$ cat src/rtl/pipeline_hazard_ctrl_pkg.sv
// Shared encodings for the pipeline hazard controller: FSM states,
// the flush down-counter width and the NOP/bubble values the stage registers load.
package pipeline_hazard_ctrl_pkg;

   typedef enum logic [1:0] {
      ST_RUN   = 2'd0,
      ST_FLUSH = 2'd1,
      ST_PEND  = 2'd2
   } ctrl_state_e;

   localparam int FLUSH_CNT_W = 3;

   // addi x0,x0,0 goes into IF/ID on a flush; ID/EX bubbles clear every control bit
   localparam logic [31:0] NOP_INSTR   = 32'h0000_0013;
   localparam logic [15:0] BUBBLE_CTRL = 16'h0000;

endpackage

$ cat src/rtl/pipeline_hazard_ctrl_load_use_detect.sv
// Load-use hazard detect: the load in EX writes a register that the
// instruction in ID actually reads. A load to x0 never creates a hazard.
module load_use_detect
   import pipeline_hazard_ctrl_pkg::*;
(
   input  logic       mem_read,
   input  logic [4:0] rd,
   input  logic [4:0] rs1,
   input  logic [4:0] rs2,
   input  logic       uses_rs1,
   input  logic       uses_rs2,
   output logic       load_use
);

   assign load_use = mem_read && (rd != 5'd0) &&
                     ((uses_rs1 && (rd == rs1)) || (uses_rs2 && (rd == rs2)));

endmodule

$ cat src/rtl/pipeline_hazard_ctrl.sv
// Hazard and sequencing controller for the 5-stage pipeline: load-use bubbles,
// branch squash window, memory-busy freeze and saturating stall/flush counters.
//
//   state | meaning
//   RUN   | normal issue; branches and load-use hazards are acted on here
//   FLUSH | squash window after a taken branch, r counts remaining cycles
//   PEND  | branch seen while memory busy, flush starts on first free cycle
module pipeline_hazard_ctrl
   import pipeline_hazard_ctrl_pkg::*;
#(
   parameter int FLUSH_CYCLES = 2,
   parameter int CNT_W        = 32
) (
   input  logic             clk,
   input  logic             rst_n,
   input  logic             id_ex_mem_read,
   input  logic [4:0]       id_ex_rd,
   input  logic [4:0]       if_id_rs1,
   input  logic [4:0]       if_id_rs2,
   input  logic             if_id_uses_rs1,
   input  logic             if_id_uses_rs2,
   input  logic             branch_taken,
   input  logic             mem_busy,
   input  logic             perf_clear,
   output logic             pc_write,
   output logic             if_id_write,
   output logic             if_id_flush,
   output logic             id_ex_hold,
   output logic             id_ex_flush,
   output logic [1:0]       ctrl_state,
   output logic [CNT_W-1:0] stall_count,
   output logic [CNT_W-1:0] flush_count
);

   localparam logic [FLUSH_CNT_W-1:0] R_LOAD = FLUSH_CNT_W'(FLUSH_CYCLES - 1);
   localparam logic [FLUSH_CNT_W-1:0] R_ONE  = FLUSH_CNT_W'(1);

   ctrl_state_e            state, state_nxt;
   logic [FLUSH_CNT_W-1:0] r, r_nxt;
   logic                   load_use;
   logic                   flush_evt;

   load_use_detect u_load_use_detect (
      .mem_read (id_ex_mem_read),
      .rd       (id_ex_rd),
      .rs1      (if_id_rs1),
      .rs2      (if_id_rs2),
      .uses_rs1 (if_id_uses_rs1),
      .uses_rs2 (if_id_uses_rs2),
      .load_use (load_use)
   );

   always_comb begin
      pc_write    = 1'b1;
      if_id_write = 1'b1;
      if_id_flush = 1'b0;
      id_ex_hold  = 1'b0;
      id_ex_flush = 1'b0;
      state_nxt   = state;
      r_nxt       = r;
      flush_evt   = 1'b0;

      if (!rst_n) begin
         pc_write    = 1'b0;
         if_id_write = 1'b0;
         if_id_flush = 1'b1;
         id_ex_flush = 1'b1;
      end else if (mem_busy) begin
         pc_write    = 1'b0;
         if_id_write = 1'b0;
         id_ex_hold  = 1'b1;
         if (state == ST_RUN && branch_taken)
            state_nxt = ST_PEND;
      end else begin
         unique case (state)
            ST_RUN, ST_PEND: begin
               if (state == ST_PEND || branch_taken) begin
                  if_id_flush = 1'b1;
                  id_ex_flush = 1'b1;
                  flush_evt   = 1'b1;
                  r_nxt       = R_LOAD;
                  state_nxt   = (R_LOAD != '0) ? ST_FLUSH : ST_RUN;
               end else if (load_use) begin
                  pc_write    = 1'b0;
                  if_id_write = 1'b0;
                  id_ex_flush = 1'b1;
               end
            end
            ST_FLUSH: begin
               // branch_taken/load_use here belong to squashed instructions
               if_id_flush = 1'b1;
               id_ex_flush = 1'b1;
               r_nxt       = r - R_ONE;
               if (r == R_ONE)
                  state_nxt = ST_RUN;
            end
            default: state_nxt = ST_RUN;
         endcase
      end
   end

   always_ff @(posedge clk or negedge rst_n) begin
      if (!rst_n) begin
         state       <= ST_RUN;
         r           <= '0;
         stall_count <= '0;
         flush_count <= '0;
      end else begin
         state <= state_nxt;
         r     <= r_nxt;
         if (perf_clear) begin
            stall_count <= '0;
            flush_count <= '0;
         end else begin
            if (!pc_write && stall_count != '1)
               stall_count <= stall_count + CNT_W'(1);
            if (flush_evt && flush_count != '1)
               flush_count <= flush_count + CNT_W'(1);
         end
      end
   end

   assign ctrl_state = state;

endmodule

$ cat config.mk
export PLATFORM = sky130hd
export DESIGN_NAME = pipeline_hazard_ctrl
export DESIGN_NICKNAME = d
export VERILOG_FILES = /design/src/rtl/pipeline_hazard_ctrl_pkg.sv /design/src/rtl/pipeline_hazard_ctrl_load_use_detect.sv /design/src/rtl/pipeline_hazard_ctrl.sv
export SDC_FILE = /design/constraint.sdc
export NUM_CORES = 1
export LEC_CHECK = 0
export BUFFER_PORTS_ARGS = -buffer_cell sky130_fd_sc_hd__buf_2
export CAP_MARGIN = 10
export CORE_MARGIN = 4
export CORE_UTILIZATION = 50
export CTS_CLUSTER_DIAMETER = 50
export DETAILED_ROUTE_END_ITERATION = 10
export GPL_TIMING_DRIVEN = 0
export PLACE_DENSITY_LB_ADDON = 0.15
export SKIP_CTS_REPAIR_TIMING = 1
export SYNTH_ARGS = -nofsm -noshare
export SYNTH_HDL_FRONTEND = slang
export SYNTH_SLANG_ARGS = --single-unit
export TNS_END_PERCENT = 50
$ cat constraint.sdc
create_clock -name clk -period 3.22 [get_ports clk]
set_input_delay 0.644 -clock clk [delete_from_list [all_inputs] [get_ports clk]]
set_output_delay 0.644 -clock clk [all_outputs]
set_load 0.05 [all_outputs]
Word-level counts from Yosys, hierarchy flattened
Index checks and enable logic that the tools add are counted.
{"block": "classes", "addsub": 3, "n_eq_ne": 11, "n_mux": 30, "bitwise_logic": 1, "n_reduce_logical": 18}
{"operator": "2-to-1 mux 32 bit", "count": 4}
{"operator": "adder 32 x 1 -> 32 bit, second input constant", "count": 2}
{"operator": "inequality test 32 bit, second input constant", "count": 2}
{"operator": "2-to-1 mux 1 bit", "count": 17}
{"operator": "== test 5 bit", "count": 2}
{"operator": "2-to-1 mux 2 bit", "count": 4}
{"operator": "AND reduction 4 bit", "count": 2}
{"operator": "logical AND 1 bit", "count": 7}
{"operator": "inequality test 3 bit, second input constant", "count": 2}
{"operator": "case mux 3 bit (2 select lines)", "count": 1}
{"operator": "nonzero test 2 bit", "count": 3}
{"operator": "nonzero test 5 bit", "count": 1}
{"operator": "case mux 1 bit (2 select lines)", "count": 2}
{"operator": "case mux 2 bit (2 select lines)", "count": 1}
{"operator": "== test 3 x 1 -> 1 bit, second input constant", "count": 1}
{"operator": "2-to-1 mux 3 bit", "count": 1}
{"operator": "subtractor 3 x 1 -> 3 bit, second input constant", "count": 1}
{"operator": "== test 2 x 1 -> 1 bit, second input constant", "count": 1}
{"operator": "== test 2 bit, second input constant", "count": 1}
{"operator": "logical NOT 2 bit", "count": 1}
{"operator": "logical OR 1 bit", "count": 2}
{"operator": "inequality test 2 x 1 -> 1 bit, second input constant", "count": 1}
{"operator": "inequality test 2 bit, second input constant", "count": 1}
{"operator": "OR reduction 2 bit", "count": 1}
{"operator": "other kinds (2)", "count": 2}
{"block": "word_totals", "ff_bits": 69, "inputBits": 23, "wordCells": 67}

Longest topological paths before layout
{"block": "logic_depth", "ltp_word": 13, "depth_mapped": 10, "mapped_depth_nobuf": 7}

By module
Synthesis repeated with hierarchy kept, for this count alone.
{"block": "unflattened", "hier_cells": 466, "area_unflattened_um2": 4120.2}
{"module": "pipeline_hazard_ctrl", "instances": 1, "cells_each": 449, "area_each_um2": 3986.3, "seq_area_each_um2": 1726.7}
{"module": "load_use_detect", "instances": 1, "cells_each": 17, "area_each_um2": 133.9, "seq_area_each_um2": 0.0}

Worst setup path before layout
No wires, ideal clock.
{"block": "synth_timing", "path_kind": "register -> output", "startpoint": "reg state[1] (netlist: ctrl_state[1])", "endpoint": "out id_ex_flush", "arrival_time_ps": 2711, "path_slack_ps": -135, "path_stages_with_launch": 5, "n_path_buf": 1, "cell_sequence": "dfrtp_1 clkbuf_1 nor3_2 o21ai_0 o21bai_1"}
{"block": "synth_between", "elab_chain_cells": 6, "elab_cells_between_ends": 9, "classes_between": "eq/ne: 2; mux: 4; reduce/logical: 3"}
{"element": "from (decl)", "line": "pipeline_hazard_ctrl.sv:38", "rtl": "ctrl_state_e state, state_nxt;"}
{"element": "from (signal assigned)", "line": "pipeline_hazard_ctrl.sv:109", "rtl": "state <= state_nxt;"}
{"element": "== test 2 bit", "line": "pipeline_hazard_ctrl.sv:75, pipeline_hazard_ctrl.sv:77"}
{"element": "logical OR 1 bit", "line": "pipeline_hazard_ctrl.sv:77", "rtl": "if (state == ST_PEND || branch_taken) begin"}
{"element": "2-to-1 mux 1 bit", "line": "pipeline_hazard_ctrl.sv:77"}
{"element": "case mux 1 bit (2 select lines) *", "line": "pipeline_hazard_ctrl.sv:75", "rtl": "unique case (state)"}
{"element": "2-to-1 mux 1 bit *", "line": "pipeline_hazard_ctrl.sv:68", "rtl": "end else if (mem_busy) begin"}
{"element": "2-to-1 mux 1 bit *", "line": "pipeline_hazard_ctrl.sv:63", "rtl": "if (!rst_n) begin"}
{"element": "to (decl)", "line": "pipeline_hazard_ctrl.sv:29", "rtl": "output logic id_ex_flush,"}
Mark *: on every way between the ends. The rest lies on a longest branch, timed or not.

Worst setup path in the final report
{"block": "layout_timing", "startpoint": "in rst_n", "endpoint": "out pc_write"}
{"block": "layout_between", "elab_chain_cells": 1}
{"element": "from (decl)", "line": "pipeline_hazard_ctrl.sv:15", "rtl": "input logic rst_n,"}
{"element": "2-to-1 mux 1 bit", "line": "pipeline_hazard_ctrl.sv:63"}
{"element": "to (decl)", "line": "pipeline_hazard_ctrl.sv:25", "rtl": "output logic pc_write,"}
No other way between the ends.

==> results.sh <==
export IMPL_gp_congestion=0.887
export IMPL_r2r_slack_ns=0.73
export IMPL_ys_dominant_reg_cell="dfrtp_1"
export IMPL_ios=94
export IMPL_fin_crit_sh_pct=90.2
export IMPL_grt_overflow=0
export IMPL_final_antenna_net_count=0
export IMPL_clock_latency_ns=0.35
export IMPL_syn_inst=456
export IMPL_ys_async_sr_fraction_pct=100
export IMPL_nets=588
export IMPL_fin_setup_tns_ns=0
export IMPL_worstSetupPathType="input pin to output pin"
export IMPL_first_pass_iters=5
export IMPL_syn_area_per_cell_um2=8.88
export IMPL_timing_rr_end="stall_count[14]"
export IMPL_drt_iter0_markers=290
export IMPL_dp_slack_ns=0.107
export IMPL_worstSetupEndpoint="pc_write"
export IMPL_post_drt_wl_per_cell_um=15.8
export IMPL_dr_total_vias=3925
export IMPL_cp_startpoint="rst_n"
export IMPL_power_density_nw_per_um2=453
export IMPL_ir_drop_v=0.000347
export IMPL_grt_pass1_wl_um=17700
export IMPL_diodes=0
export IMPL_syn_area_um2=4050
export IMPL_antenna_found_initial=0
export IMPL_critPathMaxFanout=60
export IMPL_std_cell_rows=32
export IMPL_crit_arrival_ns=2.26
export IMPL_required_ns=2.58
export IMPL_cts_buffer_depth=2
export IMPL_relSlewSlack_pct=56.9
export IMPL_synth_cell_type_count=47
export IMPL_grt_total_usage_pct=22.3
export IMPL_setup_violations_final=0
export IMPL_die_area_um2=9600
export IMPL_slowest_stage="buf_16"
export IMPL_drc=0
export IMPL_crit_chain="buf_4 > buf_16 > nand2b_1 > clkbuf_1 > a21o_1 > nand2_1 > buf_4 > buf_2"
export IMPL_cts_sinks=69
export IMPL_yosysSeqAreaShare_pct=42.7
export IMPL_grt_pass1_vias=3692
export IMPL_port_buffers=93
export IMPL_cts_tree="built"
export IMPL_min_path_type="input pin to async pin"
export IMPL_start_util_pct=51.8
export IMPL_cts_made_buffers=9
export IMPL_synth_edff_count=0
export IMPL_start_kind="input pin"
export IMPL_hold_viol_final=0
export IMPL_grt_max_degree=61
export IMPL_rsz0062_at_grt="false"
export IMPL_core_area_um2=7810
export IMPL_p_total_uw=2230
export IMPL_root_buffer="clkbuf_8"
export IMPL_p_leak_uw=0.00211
export IMPL_yosys_warnings=0
export IMPL_htreeDepth=3
export IMPL_syn_to_final_growth_pct=21.9
export IMPL_synth_nets=483
export IMPL_cpMostUsedCell="buf_4"
export IMPL_die_h_um=98.0
export IMPL_drive_gt1_share_pct=22.8
export IMPL_ys_seq_elements=69
export IMPL_drv_cap=0
export IMPL_fmax_mhz=344
export IMPL_slowest_delay_ns=0.31
export IMPL_end_kind="output pin"
export IMPL_die_w_um=98.0
export IMPL_r2r_start="stall_count[0]"
export IMPL_period_needed_ns=2.90
export IMPL_outcome="completed"
export IMPL_clock_skew_ns=0.00855
export IMPL_worst_pin_slew_ns=0.643
export IMPL_worst_slack_ns=0.316
export IMPL_final_util_pct=63.2
export IMPL_reg2reg_depth=8
export IMPL_post_drt_via_cell_ratio=5.88
export IMPL_drv_slew=0
export IMPL_fillers=705
export IMPL_clkTransAtPathRegs_ns=0.07
export IMPL_dp_hpwl_um=7560
export IMPL_wirelength_um=10600
worst min-delay path by stage:
stage / from / end / slack [ns] / cells after the start
global route: rst_n / stall_count[21] / 0.16 / 1
global placement: r[1] / r[1] / 0.53 / 2
detailed placement: rst_n / stall_count[13] / 0.53 / 1
CTS: rst_n / stall_count[30] / 0.15 / 1
finish: rst_n / stall_count[15] / 0.15 / 1
floorplan: rst_n / ctrl_state[0] / 0.35 / 0
layer usage:
layer | vias to the layer above | track usage [%] | wire length, um | part of all wire [%]
met5 | - | 0 | 0 | 0
met4 | 0 | 8.73 | 223 | 2.1
met1 | 1863 | 30.5 | 4630 | 44
li1 | 1881 | - | - | -
met3 | 18 | 4.00 | 816 | 7.7
met2 | 163 | 35.4 | 4910 | 46
logic make-up (layout without fill, tap and decap cells):
logic type / count (synthesis) / in the layout / synth area share (%)
xor gates and xnor gates: 27 / 27 / 5.84
buffers and inverters: 37 / 147 / 4.30
adders and majority gates: 4 / 4 / 1.24
AOI/OAI and AO/OA: 99 / 99 / 14.6
and+or+nand+nor: 211 / 211 / 29.0
DFF: 69 / 69 / 42.7
muxes: 9 / 9 / 2.41
cell usage in the layout, fill, tap and decap left out, types with 3 or more instances in the layout:
master	count
buf_6	3
nand2b_1	5
bufinv_16	4
buf_4	3
o31ai_1	16
nand3_1	24
mux2_1	5
clkbuf_1	13
and4_1	6
o21ai_0	27
nor3_1	17
or4_1	17
xnor2_1	24
or3_1	24
a21oi_1	42
nor4_1	7
dfrtp_1	69
nor3_2	3
buf_2	96
ha_1	4
nor2_1	35
and3_1	6
nor2b_1	6
xor2_1	3
and2_1	6
nand2_1	32
clkbuf_8	9
mux2i_1	3
nand4_1	18
inv_1	14
report_power, final:
part	switching, uW	internal [uW]
Clock	343	590
Sequential	27.3	899
Combinational	261	114
critical path, delay by kind of cell:
kind	cells	cell delay (ns)
buf+inv	5	1.12
compound gates	1	0.27
simple gates	2	0.20
cell type report:
class	count	area [um2]	share of cell area, %
multi-input cells	350	2150	43.5
clock inverters	7	138	2.79
repair buffers	94	495	10.0
inverters	14	52.6	1.07
well taps	102	128	2.59
clock buffers	9	124	2.51
flip-flops and latches	69	1730	35.0
plain buffers	23	121	2.46
synthesized netlist by cell type (2+ instances only):
| cell type | n | area share [%] |
|---|---|---|
| or4_1 | 17 | 3.2 |
| and3_1 | 6 | 0.93 |
| and2_1 | 6 | 0.93 |
| mux2i_1 | 3 | 0.74 |
| buf_4 | 2 | 0.37 |
| and4_1 | 6 | 1.3 |
| xor2_1 | 3 | 0.65 |
| clkbuf_1 | 13 | 1.2 |
| inv_1 | 14 | 1.3 |
| nand2_1 | 32 | 3.0 |
| or3_1 | 24 | 3.7 |
| dfrtp_1 | 69 | 43 |
| ha_1 | 4 | 1.2 |
| nor3_1 | 17 | 2.1 |
| a21o_1 | 2 | 0.37 |
| nor2_1 | 35 | 3.2 |
| nor4_1 | 7 | 1.1 |
| nand3_1 | 24 | 3.0 |
| a21oi_1 | 42 | 5.2 |
| nor3_2 | 3 | 0.74 |
| o21ai_0 | 28 | 3.5 |
| xnor2_1 | 24 | 5.2 |
| buf_6 | 3 | 0.83 |
| buf_2 | 4 | 0.49 |
| nand4_1 | 18 | 2.8 |
| nand2b_1 | 5 | 0.77 |
| nor2b_1 | 6 | 0.93 |
| mux2_1 | 5 | 1.4 |
| o31ai_1 | 16 | 3.0 |
flip-flops by register name (all words and copies together), names as in the netlist:
name         count
flush_count     32
stall_count     32
ctrl_state       2
r                3
through the flow:
step           cell area, um2  hold slack [ns]  cells
5_1_grt                  4930            0.158    668
4_1_cts                  4930            0.152    668
3_3_place_gp             4640            0.529    651
2_1_floorplan            4050            0.348    456
6_report                 4930            0.153    668
3_5_place_dp             4670            0.528    652
Note: power is estimated with default switching activity, not from simulation.
